===== config.mk =====
export PLATFORM = sky130hd
export DESIGN_NAME = rename_rollback_ctrl_flat
export DESIGN_NICKNAME = d
export VERILOG_FILES = /design/src/rtl/rename_pkg.sv /design/src/rtl/rename_rollback_ctrl_if.sv /design/src/rtl/rename_rollback_ctrl.sv /design/src/flat_wrapper.sv
export SDC_FILE = /design/constraint.sdc
export NUM_CORES = 1
export LEC_CHECK = 0
export ABC_CLOCK_PERIOD_IN_PS = 4800
export BUFFER_PORTS_ARGS = -buffer_cell sky130_fd_sc_hd__buf_2
export CORE_ASPECT_RATIO = 1.4
export CORE_MARGIN = 2
export CORE_UTILIZATION = 50
export CTS_CLUSTER_DIAMETER = 200
export DETAILED_ROUTE_END_ITERATION = 16
export GPL_TIMING_DRIVEN = 0
export PLACE_DENSITY_LB_ADDON = 0.2
export SETUP_SLACK_MARGIN = 0.2
export SYNTH_ARGS = -nofsm -noshare
export SYNTH_HDL_FRONTEND = slang
export SYNTH_SLANG_ARGS = --single-unit

===== constraint.sdc =====
create_clock -name clk -period 4.8 [get_ports clk]
set_input_delay 0.96 -clock clk [delete_from_list [all_inputs] [get_ports clk]]
set_output_delay 0.96 -clock clk [all_outputs]
set_load 0.02 [all_outputs]

===== src/rtl/rename_pkg.sv =====
// rtl/rename_pkg.sv - shared widths and FSM state type for the rename rollback controller
package rename_pkg;
  localparam int ROB_DEPTH = 16;
  localparam int ROB_IDX_W = 4;
  localparam int AREG_W    = 6;
  localparam int PREG_W    = 7;

  typedef logic [ROB_IDX_W-1:0] rob_idx_t;
  typedef logic [AREG_W-1:0]    areg_t;
  typedef logic [PREG_W-1:0]    preg_t;

  typedef enum logic [1:0] {IDLE, WALK, DRAIN, DONE} rbk_state_t;
endpackage


===== src/rtl/rename_rollback_ctrl_if.sv =====
// rtl/rename_rollback_ctrl_if.sv - flush, ROB read and rollback signals between controller and neighbours
interface rename_rollback_ctrl_if;
  import rename_pkg::*;

  logic     flush_req;
  rob_idx_t flush_rob_idx;
  rob_idx_t rob_tail;
  logic     flush_ready;
  rob_idx_t rob_rd_idx_0, rob_rd_idx_1;
  areg_t    rob_A_rd_0, rob_A_rd_1;
  preg_t    rob_P_rd_old_0, rob_P_rd_old_1;
  preg_t    rob_P_rd_new_0, rob_P_rd_new_1;
  logic     rollback_en_0, rollback_en_1;
  areg_t    rollback_A_rd_0, rollback_A_rd_1;
  preg_t    rollback_P_rd_old_0, rollback_P_rd_old_1;
  preg_t    rollback_P_rd_new_0, rollback_P_rd_new_1;
  logic     rename_stall;
  logic     rob_tail_we;
  rob_idx_t new_rob_tail;

  modport master (
    input  flush_req, flush_rob_idx, rob_tail,
    input  rob_A_rd_0, rob_A_rd_1, rob_P_rd_old_0, rob_P_rd_old_1,
    input  rob_P_rd_new_0, rob_P_rd_new_1,
    output flush_ready, rob_rd_idx_0, rob_rd_idx_1,
    output rollback_en_0, rollback_en_1, rollback_A_rd_0, rollback_A_rd_1,
    output rollback_P_rd_old_0, rollback_P_rd_old_1,
    output rollback_P_rd_new_0, rollback_P_rd_new_1,
    output rename_stall, rob_tail_we, new_rob_tail
  );

  modport slave (
    output flush_req, flush_rob_idx, rob_tail,
    output rob_A_rd_0, rob_A_rd_1, rob_P_rd_old_0, rob_P_rd_old_1,
    output rob_P_rd_new_0, rob_P_rd_new_1,
    input  flush_ready, rob_rd_idx_0, rob_rd_idx_1,
    input  rollback_en_0, rollback_en_1, rollback_A_rd_0, rollback_A_rd_1,
    input  rollback_P_rd_old_0, rollback_P_rd_old_1,
    input  rollback_P_rd_new_0, rollback_P_rd_new_1,
    input  rename_stall, rob_tail_we, new_rob_tail
  );
endinterface


===== src/rtl/rename_rollback_ctrl.sv =====
// rtl/rename_rollback_ctrl.sv - walks squashed ROB entries youngest-first, two per cycle,
// driving rename rollback slots and finally reloading the ROB tail.
module rename_rollback_ctrl
  import rename_pkg::*;
(
  input logic                   clk,
  input logic                   rst,
  rename_rollback_ctrl_if.master bus
);

  rbk_state_t state_q, state_d;
  rob_idx_t   ptr_q, ptr_d;
  rob_idx_t   rem_q, rem_d;
  rob_idx_t   new_tail_q, new_tail_d;
  logic       en0_q, en0_d, en1_q, en1_d;
  areg_t      a0_q, a0_d, a1_q, a1_d;
  preg_t      old0_q, old0_d, old1_q, old1_d;
  preg_t      new0_q, new0_d, new1_q, new1_d;
  logic       tail_we_q, tail_we_d;

  rob_idx_t   cnt;
  rob_idx_t   n;

  always_comb begin
    state_d    = state_q;
    ptr_d      = ptr_q;
    rem_d      = rem_q;
    new_tail_d = new_tail_q;
    en0_d      = 1'b0;
    en1_d      = 1'b0;
    a0_d       = a0_q;
    a1_d       = a1_q;
    old0_d     = old0_q;
    old1_d     = old1_q;
    new0_d     = new0_q;
    new1_d     = new1_q;
    tail_we_d  = 1'b0;
    cnt        = bus.rob_tail - bus.flush_rob_idx - ROB_IDX_W'(1);
    n          = (rem_q >= ROB_IDX_W'(2)) ? ROB_IDX_W'(2) : ROB_IDX_W'(1);

    unique case (state_q)
      IDLE: begin
        if (bus.flush_req) begin
          new_tail_d = bus.flush_rob_idx + ROB_IDX_W'(1);
          if (cnt == '0) begin
            state_d   = DONE;
            tail_we_d = 1'b1;
          end else begin
            ptr_d   = bus.rob_tail - ROB_IDX_W'(1);
            rem_d   = cnt;
            state_d = WALK;
          end
        end
      end
      WALK: begin
        // slot 0 carries the younger entry; rename lets slot 1 win RAT conflicts
        en0_d  = 1'b1;
        en1_d  = (n == ROB_IDX_W'(2));
        a0_d   = bus.rob_A_rd_0;
        a1_d   = bus.rob_A_rd_1;
        old0_d = bus.rob_P_rd_old_0;
        old1_d = bus.rob_P_rd_old_1;
        new0_d = bus.rob_P_rd_new_0;
        new1_d = bus.rob_P_rd_new_1;
        ptr_d  = ptr_q - n;
        rem_d  = rem_q - n;
        if (rem_q == n) state_d = DRAIN;
      end
      DRAIN: begin
        state_d   = DONE;
        tail_we_d = 1'b1;
      end
      DONE: state_d = IDLE;
      default: state_d = IDLE;
    endcase
  end

  always_ff @(posedge clk or negedge rst) begin
    if (!rst) begin
      state_q    <= IDLE;
      ptr_q      <= '0;
      rem_q      <= '0;
      new_tail_q <= '0;
      en0_q      <= 1'b0;
      en1_q      <= 1'b0;
      a0_q       <= '0;
      a1_q       <= '0;
      old0_q     <= '0;
      old1_q     <= '0;
      new0_q     <= '0;
      new1_q     <= '0;
      tail_we_q  <= 1'b0;
    end else begin
      state_q    <= state_d;
      ptr_q      <= ptr_d;
      rem_q      <= rem_d;
      new_tail_q <= new_tail_d;
      en0_q      <= en0_d;
      en1_q      <= en1_d;
      a0_q       <= a0_d;
      a1_q       <= a1_d;
      old0_q     <= old0_d;
      old1_q     <= old1_d;
      new0_q     <= new0_d;
      new1_q     <= new1_d;
      tail_we_q  <= tail_we_d;
    end
  end

  assign bus.flush_ready         = (state_q == IDLE);
  assign bus.rename_stall        = (state_q != IDLE) | bus.flush_req;
  assign bus.rob_rd_idx_0        = ptr_q;
  assign bus.rob_rd_idx_1        = ptr_q - ROB_IDX_W'(1);
  assign bus.rollback_en_0       = en0_q;
  assign bus.rollback_en_1       = en1_q;
  assign bus.rollback_A_rd_0     = a0_q;
  assign bus.rollback_A_rd_1     = a1_q;
  assign bus.rollback_P_rd_old_0 = old0_q;
  assign bus.rollback_P_rd_old_1 = old1_q;
  assign bus.rollback_P_rd_new_0 = new0_q;
  assign bus.rollback_P_rd_new_1 = new1_q;
  assign bus.rob_tail_we         = tail_we_q;
  assign bus.new_rob_tail        = new_tail_q;

endmodule


===== src/flat_wrapper.sv =====
// flat-port wrapper written by rule: the top's interface ports become plain ports
module rename_rollback_ctrl_flat import rename_pkg::*;
  (clk, rst, bus_flush_req, bus_flush_rob_idx, bus_rob_tail, bus_rob_A_rd_0, bus_rob_A_rd_1, bus_rob_P_rd_old_0, bus_rob_P_rd_old_1, bus_rob_P_rd_new_0, bus_rob_P_rd_new_1, bus_flush_ready, bus_rob_rd_idx_0, bus_rob_rd_idx_1, bus_rollback_en_0, bus_rollback_en_1, bus_rollback_A_rd_0, bus_rollback_A_rd_1, bus_rollback_P_rd_old_0, bus_rollback_P_rd_old_1, bus_rollback_P_rd_new_0, bus_rollback_P_rd_new_1, bus_rename_stall, bus_rob_tail_we, bus_new_rob_tail);
  rename_rollback_ctrl_if bus_i ();
  input logic clk;
  input logic rst;
  input wire logic [$bits(bus_i.flush_req)-1:0] bus_flush_req;
  input wire logic [$bits(bus_i.flush_rob_idx)-1:0] bus_flush_rob_idx;
  input wire logic [$bits(bus_i.rob_tail)-1:0] bus_rob_tail;
  input wire logic [$bits(bus_i.rob_A_rd_0)-1:0] bus_rob_A_rd_0;
  input wire logic [$bits(bus_i.rob_A_rd_1)-1:0] bus_rob_A_rd_1;
  input wire logic [$bits(bus_i.rob_P_rd_old_0)-1:0] bus_rob_P_rd_old_0;
  input wire logic [$bits(bus_i.rob_P_rd_old_1)-1:0] bus_rob_P_rd_old_1;
  input wire logic [$bits(bus_i.rob_P_rd_new_0)-1:0] bus_rob_P_rd_new_0;
  input wire logic [$bits(bus_i.rob_P_rd_new_1)-1:0] bus_rob_P_rd_new_1;
  output wire logic [$bits(bus_i.flush_ready)-1:0] bus_flush_ready;
  output wire logic [$bits(bus_i.rob_rd_idx_0)-1:0] bus_rob_rd_idx_0;
  output wire logic [$bits(bus_i.rob_rd_idx_1)-1:0] bus_rob_rd_idx_1;
  output wire logic [$bits(bus_i.rollback_en_0)-1:0] bus_rollback_en_0;
  output wire logic [$bits(bus_i.rollback_en_1)-1:0] bus_rollback_en_1;
  output wire logic [$bits(bus_i.rollback_A_rd_0)-1:0] bus_rollback_A_rd_0;
  output wire logic [$bits(bus_i.rollback_A_rd_1)-1:0] bus_rollback_A_rd_1;
  output wire logic [$bits(bus_i.rollback_P_rd_old_0)-1:0] bus_rollback_P_rd_old_0;
  output wire logic [$bits(bus_i.rollback_P_rd_old_1)-1:0] bus_rollback_P_rd_old_1;
  output wire logic [$bits(bus_i.rollback_P_rd_new_0)-1:0] bus_rollback_P_rd_new_0;
  output wire logic [$bits(bus_i.rollback_P_rd_new_1)-1:0] bus_rollback_P_rd_new_1;
  output wire logic [$bits(bus_i.rename_stall)-1:0] bus_rename_stall;
  output wire logic [$bits(bus_i.rob_tail_we)-1:0] bus_rob_tail_we;
  output wire logic [$bits(bus_i.new_rob_tail)-1:0] bus_new_rob_tail;
  assign bus_i.flush_req = bus_flush_req;
  assign bus_i.flush_rob_idx = bus_flush_rob_idx;
  assign bus_i.rob_tail = bus_rob_tail;
  assign bus_i.rob_A_rd_0 = bus_rob_A_rd_0;
  assign bus_i.rob_A_rd_1 = bus_rob_A_rd_1;
  assign bus_i.rob_P_rd_old_0 = bus_rob_P_rd_old_0;
  assign bus_i.rob_P_rd_old_1 = bus_rob_P_rd_old_1;
  assign bus_i.rob_P_rd_new_0 = bus_rob_P_rd_new_0;
  assign bus_i.rob_P_rd_new_1 = bus_rob_P_rd_new_1;
  assign bus_flush_ready = bus_i.flush_ready;
  assign bus_rob_rd_idx_0 = bus_i.rob_rd_idx_0;
  assign bus_rob_rd_idx_1 = bus_i.rob_rd_idx_1;
  assign bus_rollback_en_0 = bus_i.rollback_en_0;
  assign bus_rollback_en_1 = bus_i.rollback_en_1;
  assign bus_rollback_A_rd_0 = bus_i.rollback_A_rd_0;
  assign bus_rollback_A_rd_1 = bus_i.rollback_A_rd_1;
  assign bus_rollback_P_rd_old_0 = bus_i.rollback_P_rd_old_0;
  assign bus_rollback_P_rd_old_1 = bus_i.rollback_P_rd_old_1;
  assign bus_rollback_P_rd_new_0 = bus_i.rollback_P_rd_new_0;
  assign bus_rollback_P_rd_new_1 = bus_i.rollback_P_rd_new_1;
  assign bus_rename_stall = bus_i.rename_stall;
  assign bus_rob_tail_we = bus_i.rob_tail_we;
  assign bus_new_rob_tail = bus_i.new_rob_tail;
  rename_rollback_ctrl u_core (.clk(clk), .rst(rst), .bus(bus_i));
endmodule

==> results of run 1 <==
registers in the layout, indices dropped and copies added (netlist names):
signal / count
u_core.bus.rollback_A_rd_0: 6
u_core.bus.rollback_P_rd_old_0: 7
u_core.rem_q: 4
u_core.bus.rollback_en_0: 1
u_core.bus.rob_tail_we: 1
u_core.bus.new_rob_tail: 4
u_core.bus.rollback_P_rd_old_1: 7
u_core.bus.rollback_P_rd_new_1: 7
u_core.state_q: 2
u_core.bus.rob_rd_idx_0: 4
u_core.bus.rollback_A_rd_1: 6
u_core.bus.rollback_en_1: 1
u_core.bus.rollback_P_rd_new_0: 7
logic make-up (layout without fill, tap and decap cells):
logic type	count (synthesis)	count (layout)	synth area share
buffers and inverters	25	148	0.0353
adder cells (fa/ha/maj)	16	16	0.0828
flip-flops	57	57	0.530
multiplexers	43	43	0.179
AND/OR/NAND/NOR	36	36	0.0688
XOR/XNOR	9	9	0.0293
AO/OA/AOI/OAI	30	30	0.0749
per-layer routing:
layer | GRT usage | vias up
li1 | - | 994
met1 | 0.212 | 976
met2 | 0.361 | 63
met3 | 0.0748 | 6
met4 | 0.0782 | 0
met5 | 0 | -
worst max-delay path by stage:
| stage | startpoint | end | cells after the start |
|---|---|---|---|
| 6_report | bus_flush_rob_idx[0] | u_core.bus.rob_rd_idx_0[1]$_DFFE_PN0P_ | 9 |
| 5_1_grt | bus_flush_rob_idx[0] | u_core.bus.rob_rd_idx_0[0]$_DFFE_PN0P_ | 10 |
| 4_1_cts | bus_flush_rob_idx[0] | u_core.bus.rob_rd_idx_0[1]$_DFFE_PN0P_ | 9 |
| 3_5_place_dp | bus_flush_rob_idx[0] | u_core.rem_q[0]$_DFFE_PN0P_ | 8 |
| 3_3_place_gp | bus_flush_rob_idx[0] | u_core.bus.rob_rd_idx_0[2]$_DFFE_PN0P_ | 8 |
| 2_1_floorplan | bus_flush_rob_idx[0] | u_core.rem_q[3]$_DFFE_PN0P_ | 8 |
layout make-up:
cell class                      count  area share
Sequential cell                    57       0.406
Multi-Input combinational cell    134       0.333
Timing Repair Buffer              107       0.153
Clock buffer                       11      0.0430
Tap cell                           66      0.0235
Inverter                           17      0.0181
Clock inverter                      5      0.0153
Buffer                              8     0.00889
metrics by stage:
step	util	cell area [sq um]	hold slack [ns]
after floorplan	-	2690	0.450
after global placement	0.637	3310	0.462
after detailed placement	0.637	3310	0.470
after CTS	0.676	3510	0.485
after global routing	0.677	3520	0.506
final	0.677	3520	0.479
report_power, final:
part           internal, mW  switching, mW  total (mW)
sequential            0.732          0.137       0.869
clock                 0.266          0.189       0.455
combinational         0.598          0.811        1.41
layout by cell type, fill, tap and decap left out, types with 3 or more instances in the layout:
cell,instances
buf_2,107
dfrtp_1,57
mux2_2,41
inv_1,17
nand2_1,14
o21ai_0,14
ha_1,13
clkbuf_8,11
nor3_1,7
clkbuf_1,7
xor2_1,6
nand3_1,4
a21oi_1,3
xnor2_1,3
o31a_1,3
nor2_1,3
fa_1,3
clkinv_2,3
worst max-delay path: cells and delay by family:
family	cells	cell delay, ns
AO/OA/AOI/OAI	2	0.48
adder cells (fa/ha/maj)	2	0.70
buffers and inverters	3	0.44
AND/OR/NAND/NOR	2	0.45
==> impl_metrics.env, run 1 <==
export IMPL_drtIter0Drc=89
export IMPL_status="finished clean"
export IMPL_setup_ws_ns=2.03
export IMPL_rr_startpoint="u_core.rem_q[2]$_DFFE_PN0P_"
export IMPL_post_route_period_util=0.576
export IMPL_synth_distinct_cells=31
export IMPL_drc=0
export IMPL_place_hpwl_um=4200
export IMPL_numClockSinks=57
export IMPL_cts_resized=0
export IMPL_grt_max_degree=58
export IMPL_wl_met1_um=2020
export IMPL_final_antenna_net_count=0
export IMPL_whs_endpoint="u_core.bus.new_rob_tail[3]$_DFFE_PN0P_"
export IMPL_wl_per_cell_um=13.6
export IMPL_rows=31
export IMPL_seq_area_sq_um=1430
export IMPL_first_pass_iters=4
export IMPL_clockBufferDepth=2
export IMPL_async_flop_share=1.00
export IMPL_clkSlewWorstSetupHoldPaths_ns=0.07
export IMPL_p_total_mw=2.73
export IMPL_fill_cells=421
export IMPL_power_density_nw_per_um2=777
export IMPL_wl_met2_um=3040
export IMPL_ir_drop_v=0.000384
export IMPL_crit_slowest_cell="fa_1"
export IMPL_finClkSkew_ns=0.00602
export IMPL_hold_buffers=0
export IMPL_ff2ff_path_depth=6
export IMPL_min_path_cells=2
export IMPL_vias=2039
export IMPL_worstReg2RegEnd="u_core.state_q[1]$_DFFE_PN0P_"
export IMPL_setup_tns_final_ns=0
export IMPL_clk_latency_ns=0.33
export IMPL_synth_top_flop_cell="dfrtp_1"
export IMPL_port_buffers=107
export IMPL_io_pins=108
export IMPL_synthesis_area_sq_um=2690
export IMPL_wl_met3_um=379
export IMPL_synthTopCellsByArea="dfrtp_1, mux2_2, ha_1"
export IMPL_drive_gt1_frac=0.496
export IMPL_grt_ovfl_total=0
export IMPL_synth_top_area_share=0.530
export IMPL_worst_path_most_repeated_cell="buf_2"
export IMPL_postCtsSetupBuffers=0
export IMPL_antenna_found_initial=0
export IMPL_pre_cts_ws_ns=1.70
export IMPL_relSlewSlack=0.534
export IMPL_period_needed_ns=2.77
export IMPL_antennaDiodeCount=0
export IMPL_worst_pin_slew_ns=0.700
export IMPL_yosys_top_cells_count="dfrtp_1, mux2_2, inv_1, nand2_1, o21ai_0"
export IMPL_initial_core_util=0.518
export IMPL_end_kind="flop"
export IMPL_synthCells=216
export IMPL_grt_usage=0.203
export IMPL_maxSlewViolCount=0
export IMPL_via_per_inst=5.03
export IMPL_power_leakage_nw=1.75
export IMPL_reg2reg_slack_ns=2.59
export IMPL_cp_required_ns=5.06
export IMPL_cts_tree="yes"
export IMPL_die_h_um=90.8
export IMPL_ys_warn_count=0
export IMPL_die_x_um=66.0
export IMPL_criticalPathCategory="primary input to flop"
export IMPL_arrival_ns=3.02
export IMPL_area_growth_syn_to_layout_pct=30.7
export IMPL_drv_cap=0
export IMPL_startpoint_type="primary input"
export IMPL_dp_cells=389
export IMPL_hp_class="flop to flop"
export IMPL_coreArea_sq_um=5200
export IMPL_setup_violations_final=0
export IMPL_yosysMostFrequentCell="dfrtp_1"
export IMPL_ys_seq_elements=57
export IMPL_layoutNonFillerInstCount=405
export IMPL_wl_um=5510
export IMPL_ys_seq_area_frac=0.530
export IMPL_crit_path_cell_trace="buf_2 -> inv_1 -> ha_1 -> fa_1 -> o31a_1 -> nor3_4 -> buf_2 -> nor2_1 -> a21oi_1"
export IMPL_die_area_sq_um=5990
export IMPL_cts_made_buffers=9
export IMPL_synth_area_leader_cell="dfrtp_1"
export IMPL_cp_slowest_stage_delay_ns=0.51
export IMPL_min_from="u_core.bus.new_rob_tail[3]$_DFFE_PN0P_"
export IMPL_synth_nets=283
export IMPL_htreeDepth=3
export IMPL_max_freq_mhz=361
export IMPL_grt_setup_unrepaired="false"
export IMPL_nNetsFinal=401
export IMPL_gp_congestion=0.819
export IMPL_critPathMaxFanout=10
export IMPL_cts_root_buf="clkbuf_8"
export IMPL_synth_edff_count=0
export IMPL_syn_area_per_cell_sq_um=12.5
export IMPL_hold_viol=0
export IMPL_top_layer="met4"
export IMPL_multi_input_area_sq_um=1170
export IMPL_grt_pass1_wl_um=9190
export IMPL_first_global_vias=2122
Power figures use the tool's default switching activity.
==> run 2, diff against run 1 <==
--- a/config.mk
+++ b/config.mk
@@ -5,11 +5,11 @@
 export SDC_FILE = /design/constraint.sdc
 export NUM_CORES = 1
 export LEC_CHECK = 0
-export ABC_CLOCK_PERIOD_IN_PS = 4800
+export ABC_CLOCK_PERIOD_IN_PS = 2500
 export BUFFER_PORTS_ARGS = -buffer_cell sky130_fd_sc_hd__buf_2
 export CORE_ASPECT_RATIO = 1.4
 export CORE_MARGIN = 2
-export CORE_UTILIZATION = 50
+export CORE_UTILIZATION = 44
 export CTS_CLUSTER_DIAMETER = 200
 export DETAILED_ROUTE_END_ITERATION = 16
 export GPL_TIMING_DRIVEN = 0
==> constraint.sdc (replaced) <==
create_clock -name clk -period 2.5 [get_ports clk]
set_input_delay 0.5 -clock clk [delete_from_list [all_inputs] [get_ports clk]]
set_output_delay 0.5 -clock clk [all_outputs]
set_load 0.02 [all_outputs]
==> run 2 against run 1 <==
First-iteration DRC count fell by 42%. Core utilization fell by 7.4 points. Final cell count rose by 1.5%. Largest power group unchanged. Highest routed layer unchanged.
==> impl_metrics.env, run 2 (synthesis results as in run 1) <==
export IMPL_status="finished clean"
export IMPL_drive_gt1_frac=0.516
export IMPL_multi_input_area_sq_um=1200
export IMPL_cp_required_ns=2.70
export IMPL_gp_congestion=0.786
export IMPL_maxSlewViolCount=0
export IMPL_grt_ovfl_total=0
export IMPL_first_pass_iters=4
export IMPL_setup_tns_final_ns=0
export IMPL_nNetsFinal=405
export IMPL_via_per_inst=5.03
export IMPL_finClkSkew_ns=0.00333
export IMPL_port_buffers=107
export IMPL_startpoint_type="primary input"
export IMPL_wl_um=5620
export IMPL_die_x_um=70.1
export IMPL_fill_cells=527
export IMPL_grt_max_degree=58
export IMPL_arrival_ns=2.44
export IMPL_setup_violations_final=0
export IMPL_die_area_sq_um=6770
export IMPL_final_cell_mix="buf_2, dfrtp_1, mux2_2"
export IMPL_clkSlewWorstSetupHoldPaths_ns=0.06
export IMPL_io_pins=108
export IMPL_wl_per_cell_um=13.7
export IMPL_place_hpwl_um=4280
export IMPL_critPathMaxFanout=10
export IMPL_dpl_cell_area_sq_um=3310
export IMPL_hp_class="primary input to asynchronous set/reset pin"
export IMPL_drc=0
export IMPL_criticalPathCategory="primary input to flop"
export IMPL_drv_cap=0
export IMPL_setup_ws_ns=0.260
export IMPL_final_antenna_net_count=0
export IMPL_antenna_found_initial=0
export IMPL_post_route_period_util=0.896
export IMPL_final_area_sq_um=3560
export IMPL_seq_area_sq_um=1430
export IMPL_pre_cts_ws_ns=-0.0653
export IMPL_clockBufferDepth=2
export IMPL_power_leakage_nw=1.76
export IMPL_htreeDepth=3
export IMPL_cts_tree="yes"
export IMPL_first_global_vias=2087
export IMPL_numClockSinks=57
export IMPL_initial_core_util=0.456
export IMPL_worst_pin_slew_ns=0.708
export IMPL_antennaDiodeCount=0
export IMPL_cts_made_buffers=9
export IMPL_cts_root_buf="clkbuf_8"
export IMPL_layout_commonest_cell="buf_2"
export IMPL_coreArea_sq_um=5900
export IMPL_grt_pass1_wl_um=9270
export IMPL_max_freq_mhz=447
export IMPL_period_needed_ns=2.24
export IMPL_die_h_um=96.5
export IMPL_ir_drop_v=0.000821
export IMPL_clk_latency_ns=0.32
export IMPL_grt_usage=0.179
export IMPL_p_total_mw=5.26
export IMPL_hold_buffers=0
export IMPL_grt_setup_unrepaired="true"
export IMPL_rows=33
export IMPL_vias=2067
export IMPL_area_growth_syn_to_layout_pct=32.2
export IMPL_drtIter0Drc=52
export IMPL_relSlewSlack=0.528
export IMPL_hold_viol=0
export IMPL_power_density_nw_per_um2=1480
export IMPL_end_kind="flop"
-- run 2: changes by cell type in the layout (fill, tap and decap cells not counted), sizes merged --
| cell | change |
|---|---|
| buf | +4 |
| clkinv | -1 |
| clkbuf | -1 |
-- run 2: layer usage --
metal  vias to the layer above  wire [um]  global-route usage
met5                         -          0                   0
met4                         0        107              0.0994
met3                        11        293              0.0415
met2                        59       3120               0.341
met1                      1006       2090               0.180
li1                        991          -                   -
-- run 2: worst paths after layout --
kind | from | to | slack, ns | depth (start not counted)
setup reg to reg | u_core.state_q[1]$_DFFE_PN0P_ | u_core.rem_q[1]$_DFFE_PN0P_ | 0.42 | 8
setup / recovery | bus_flush_rob_idx[0] | u_core.rem_q[1]$_DFFE_PN0P_ | 0.26 | 9
min in group clk | bus_rob_P_rd_old_1[4] | u_core.bus.rollback_P_rd_old_1[4]$_DFFE_PN0P_ | 0.40 | 2
hold / removal | rst | u_core.bus.rollback_P_rd_new_0[4]$_DFFE_PN0P_ | 0.22 | 1
hold reg to reg | u_core.bus.new_rob_tail[3]$_DFFE_PN0P_ | u_core.bus.new_rob_tail[3]$_DFFE_PN0P_ | 0.47 | 2
max in group asynchronous | rst | u_core.bus.rollback_P_rd_old_1[0]$_DFFE_PN0P_ | 1.80 | 1
-- run 2: worst max-delay path, cell delays in order --
cell     delay [ns]
buf_2          0.12
inv_2          0.05
ha_4           0.16
fa_2           0.36
xor2_2         0.17
o31a_1         0.32
nor3_4         0.35
buf_2          0.27
o21ai_0        0.13
-- run 2: area by class of cell --
type,count,share of cell area
inverters,17,0.0179
flip-flops and latches,57,0.401
well taps,70,0.0246
repair buffers,111,0.160
plain buffers,8,0.00914
multi-input cells,134,0.336
clock buffers,10,0.0387
clock inverters,4,0.0127
-- run 2: repair_timing --
item	4_1_cts	5_1_grt
buffers inserted	0	4
setup endpoints to repair	0	8
gates resized for setup	0	8
-- run 2: through the flow --
| stage | hold slack [ns] | std cells | utilization |
|---|---|---|---|
| 5_1_grt | 0.285 | 411 | 0.603 |
| 6_report | 0.218 | 411 | 0.603 |
| 3_5_place_dp | 0.468 | 393 | 0.561 |
| 4_1_cts | 0.385 | 407 | 0.592 |
| 2_1_floorplan | 0.204 | 216 | - |
| 3_3_place_gp | 0.456 | 393 | 0.561 |
-- run 2: power breakdown --
group	internal [mW]	leakage [nW]	switching [mW]	total [mW]
clock network	0.470	0.0978	0.343	0.814
logic	1.20	0.990	1.58	2.78
registers	1.41	0.673	0.262	1.67
==> run 3, diff against run 2 <==
--- a/config.mk
+++ b/config.mk
@@ -5,11 +5,10 @@
 export SDC_FILE = /design/constraint.sdc
 export NUM_CORES = 1
 export LEC_CHECK = 0
-export ABC_CLOCK_PERIOD_IN_PS = 2500
+export ABC_CLOCK_PERIOD_IN_PS = 2300
 export BUFFER_PORTS_ARGS = -buffer_cell sky130_fd_sc_hd__buf_2
-export CORE_ASPECT_RATIO = 1.4
 export CORE_MARGIN = 2
-export CORE_UTILIZATION = 44
+export CORE_UTILIZATION = 48
 export CTS_CLUSTER_DIAMETER = 200
 export DETAILED_ROUTE_END_ITERATION = 16
 export GPL_TIMING_DRIVEN = 0
==> constraint.sdc (replaced) <==
create_clock -name clk -period 2.3 [get_ports clk]
set_input_delay 0.46 -clock clk [delete_from_list [all_inputs] [get_ports clk]]
set_output_delay 0.46 -clock clk [all_outputs]
set_load 0.02 [all_outputs]
==> run 3 against run 2 <==
First-iteration DRC count is 54% higher. Non-clock buffer count is 2 lower. Die area is 8.1% lower. Critical path type unchanged. Critical endpoint is now u_core.rem_q[3]$_DFFE_PN0P_. Largest power group unchanged. Highest routed layer unchanged.
==> impl_metrics.env, run 3 (synthesis results as in run 1) <==
export IMPL_period_needed_ns=2.03
export IMPL_drtIter0Drc=80
export IMPL_fill_cells=449
export IMPL_criticalPathCategory="primary input to flop"
export IMPL_area_growth_syn_to_layout_pct=33.9
export IMPL_final_cell_mix="buf_2, dfrtp_1, mux2_2"
export IMPL_coreArea_sq_um=5470
export IMPL_power_leakage_nw=1.77
export IMPL_cts_root_buf="clkbuf_8"
export IMPL_grt_max_degree=58
export IMPL_wl_um=5620
export IMPL_via_per_inst=5.00
export IMPL_reg2reg_slack_ns=0.29
export IMPL_grtUsageMet3=0.0773
export IMPL_grt_setup_unrepaired="true"
export IMPL_setup_ws_ns=0.270
export IMPL_drv_cap=0
export IMPL_wl_per_cell_um=13.6
export IMPL_gp_congestion=0.811
export IMPL_max_freq_mhz=493
export IMPL_multi_input_area_sq_um=1230
export IMPL_grt_busiest_layer="met2"
export IMPL_final_antenna_net_count=0
export IMPL_vias=2059
export IMPL_setup_violations_final=0
export IMPL_htreeDepth=3
export IMPL_critPathMaxFanout=4
export IMPL_pre_cts_ws_ns=-0.190
export IMPL_io_pins=108
export IMPL_drc=0
export IMPL_clk_latency_ns=0.33
export IMPL_crit_path_cell_trace="buf_2 -> inv_2 -> ha_4 -> fa_2 -> xor2_2 -> o31a_1 -> nor3_4 -> buf_4 -> nor4b_1 -> a211o_1"
export IMPL_hold_viol=0
export IMPL_seq_area_sq_um=1430
export IMPL_initial_core_util=0.492
export IMPL_worstReg2RegEnd="u_core.rem_q[3]$_DFFE_PN0P_"
export IMPL_antenna_found_initial=0
export IMPL_met1_usage=0.229
export IMPL_cp_required_ns=2.52
export IMPL_cts_made_buffers=9
export IMPL_die_x_um=78.9
export IMPL_post_route_period_util=0.883
export IMPL_finClkSkew_ns=0.00667
export IMPL_cp_buffers_inverters=3
export IMPL_cts_tree="yes"
export IMPL_grt_pass1_wl_um=9380
export IMPL_met2_usage=0.320
export IMPL_antennaDiodeCount=0
export IMPL_relSlewSlack=0.539
export IMPL_grt_ovfl_total=0
export IMPL_place_hpwl_um=4070
export IMPL_clockBufferDepth=2
export IMPL_startpoint="bus_flush_rob_idx[0]"
export IMPL_startpoint_type="primary input"
export IMPL_hp_class="primary input to asynchronous set/reset pin"
export IMPL_first_pass_iters=4
export IMPL_layout_commonest_cell="buf_2"
export IMPL_first_global_vias=2128
export IMPL_maxSlewViolCount=0
export IMPL_arrival_ns=2.25
export IMPL_p_total_mw=5.86
export IMPL_crit_slowest_cell="fa_2"
export IMPL_die_h_um=78.9
export IMPL_worst_pin_slew_ns=0.692
export IMPL_crit_family="compound AO/OA/AOI/OAI gates"
export IMPL_clkSlewWorstSetupHoldPaths_ns=0.07
export IMPL_end_kind="flop"
export IMPL_ir_drop_v=0.000800
export IMPL_numClockSinks=57
export IMPL_power_density_nw_per_um2=1630
export IMPL_drive_gt1_frac=0.532
export IMPL_port_buffers=107
export IMPL_grt_usage=0.198
export IMPL_status="finished clean"
export IMPL_rows=27
export IMPL_cp_slowest_stage_delay_ns=0.35
export IMPL_rr_startpoint="u_core.state_q[1]$_DFFE_PN0P_"
export IMPL_ff2ff_path_depth=9
export IMPL_nNetsFinal=403
export IMPL_die_area_sq_um=6220
export IMPL_hold_ws_ns=0.163
run 3: worst register-to-register path, cell delays in order, from the launching register on:
cell and delay [ns]:
dfrtp_1 0.38, inv_1 0.07, ha_1 0.19, clkbuf_4 0.18
nor2b_1 0.13, a41o_1 0.24, nor3_4 0.22, buf_4 0.14
nor4b_1 0.05, a211o_1 0.28
run 3: per-layer routing:
layer / wire, um / vias up
li1: - / 991
met1: 2330 / 988
met5: 0 / -
met3: 428 / 11
met2: 2750 / 69
met4: 107 / 0
run 3: what timing repair did:
action,in CTS,in global routing
buffers inserted,1,1
pin swaps,1,1
resized for setup,2,14
hold buffers,0,0
setup endpoints to repair,6,10
run 3: stage by stage:
step	cells	util	TNS (ns)	instance area [sq um]
global route	412	0.658	0	3600
finish	412	0.658	0	3600
floorplan	216	-	0	2720
detailed placement	395	0.611	-0.726	3350
CTS	411	0.650	0	3550
global placement	395	0.611	-0.541	3350
run 3: worst max-delay path by stage:
stage	to	slack [ns]	cells after the start
after detailed placement	u_core.rem_q[3]$_DFFE_PN0P_	-0.19	9
after CTS	u_core.bus.rob_rd_idx_0[2]$_DFFE_PN0P_	0.21	8
after floorplan	u_core.rem_q[3]$_DFFE_PN0P_	0.13	8
after global placement	u_core.rem_q[3]$_DFFE_PN0P_	-0.14	9
after global routing	u_core.state_q[1]$_DFFE_PN0P_	0.18	6
final	u_core.rem_q[3]$_DFFE_PN0P_	0.27	10
run 3: cell type report:
class	count	area share
buffer	8	0.0122
clock buffer	12	0.0431
clock inverter	3	0.0111
inverter	17	0.0177
multi-input combinational	134	0.341
sequential	57	0.396
tap	72	0.0250
timing repair buffer	109	0.155
run 3: power by group:
part | switching (mW) | leakage [nW] | internal (mW)
registers | 0.306 | 0.673 | 1.53
logic | 1.73 | 0.994 | 1.35
clock network | 0.386 | 0.102 | 0.550
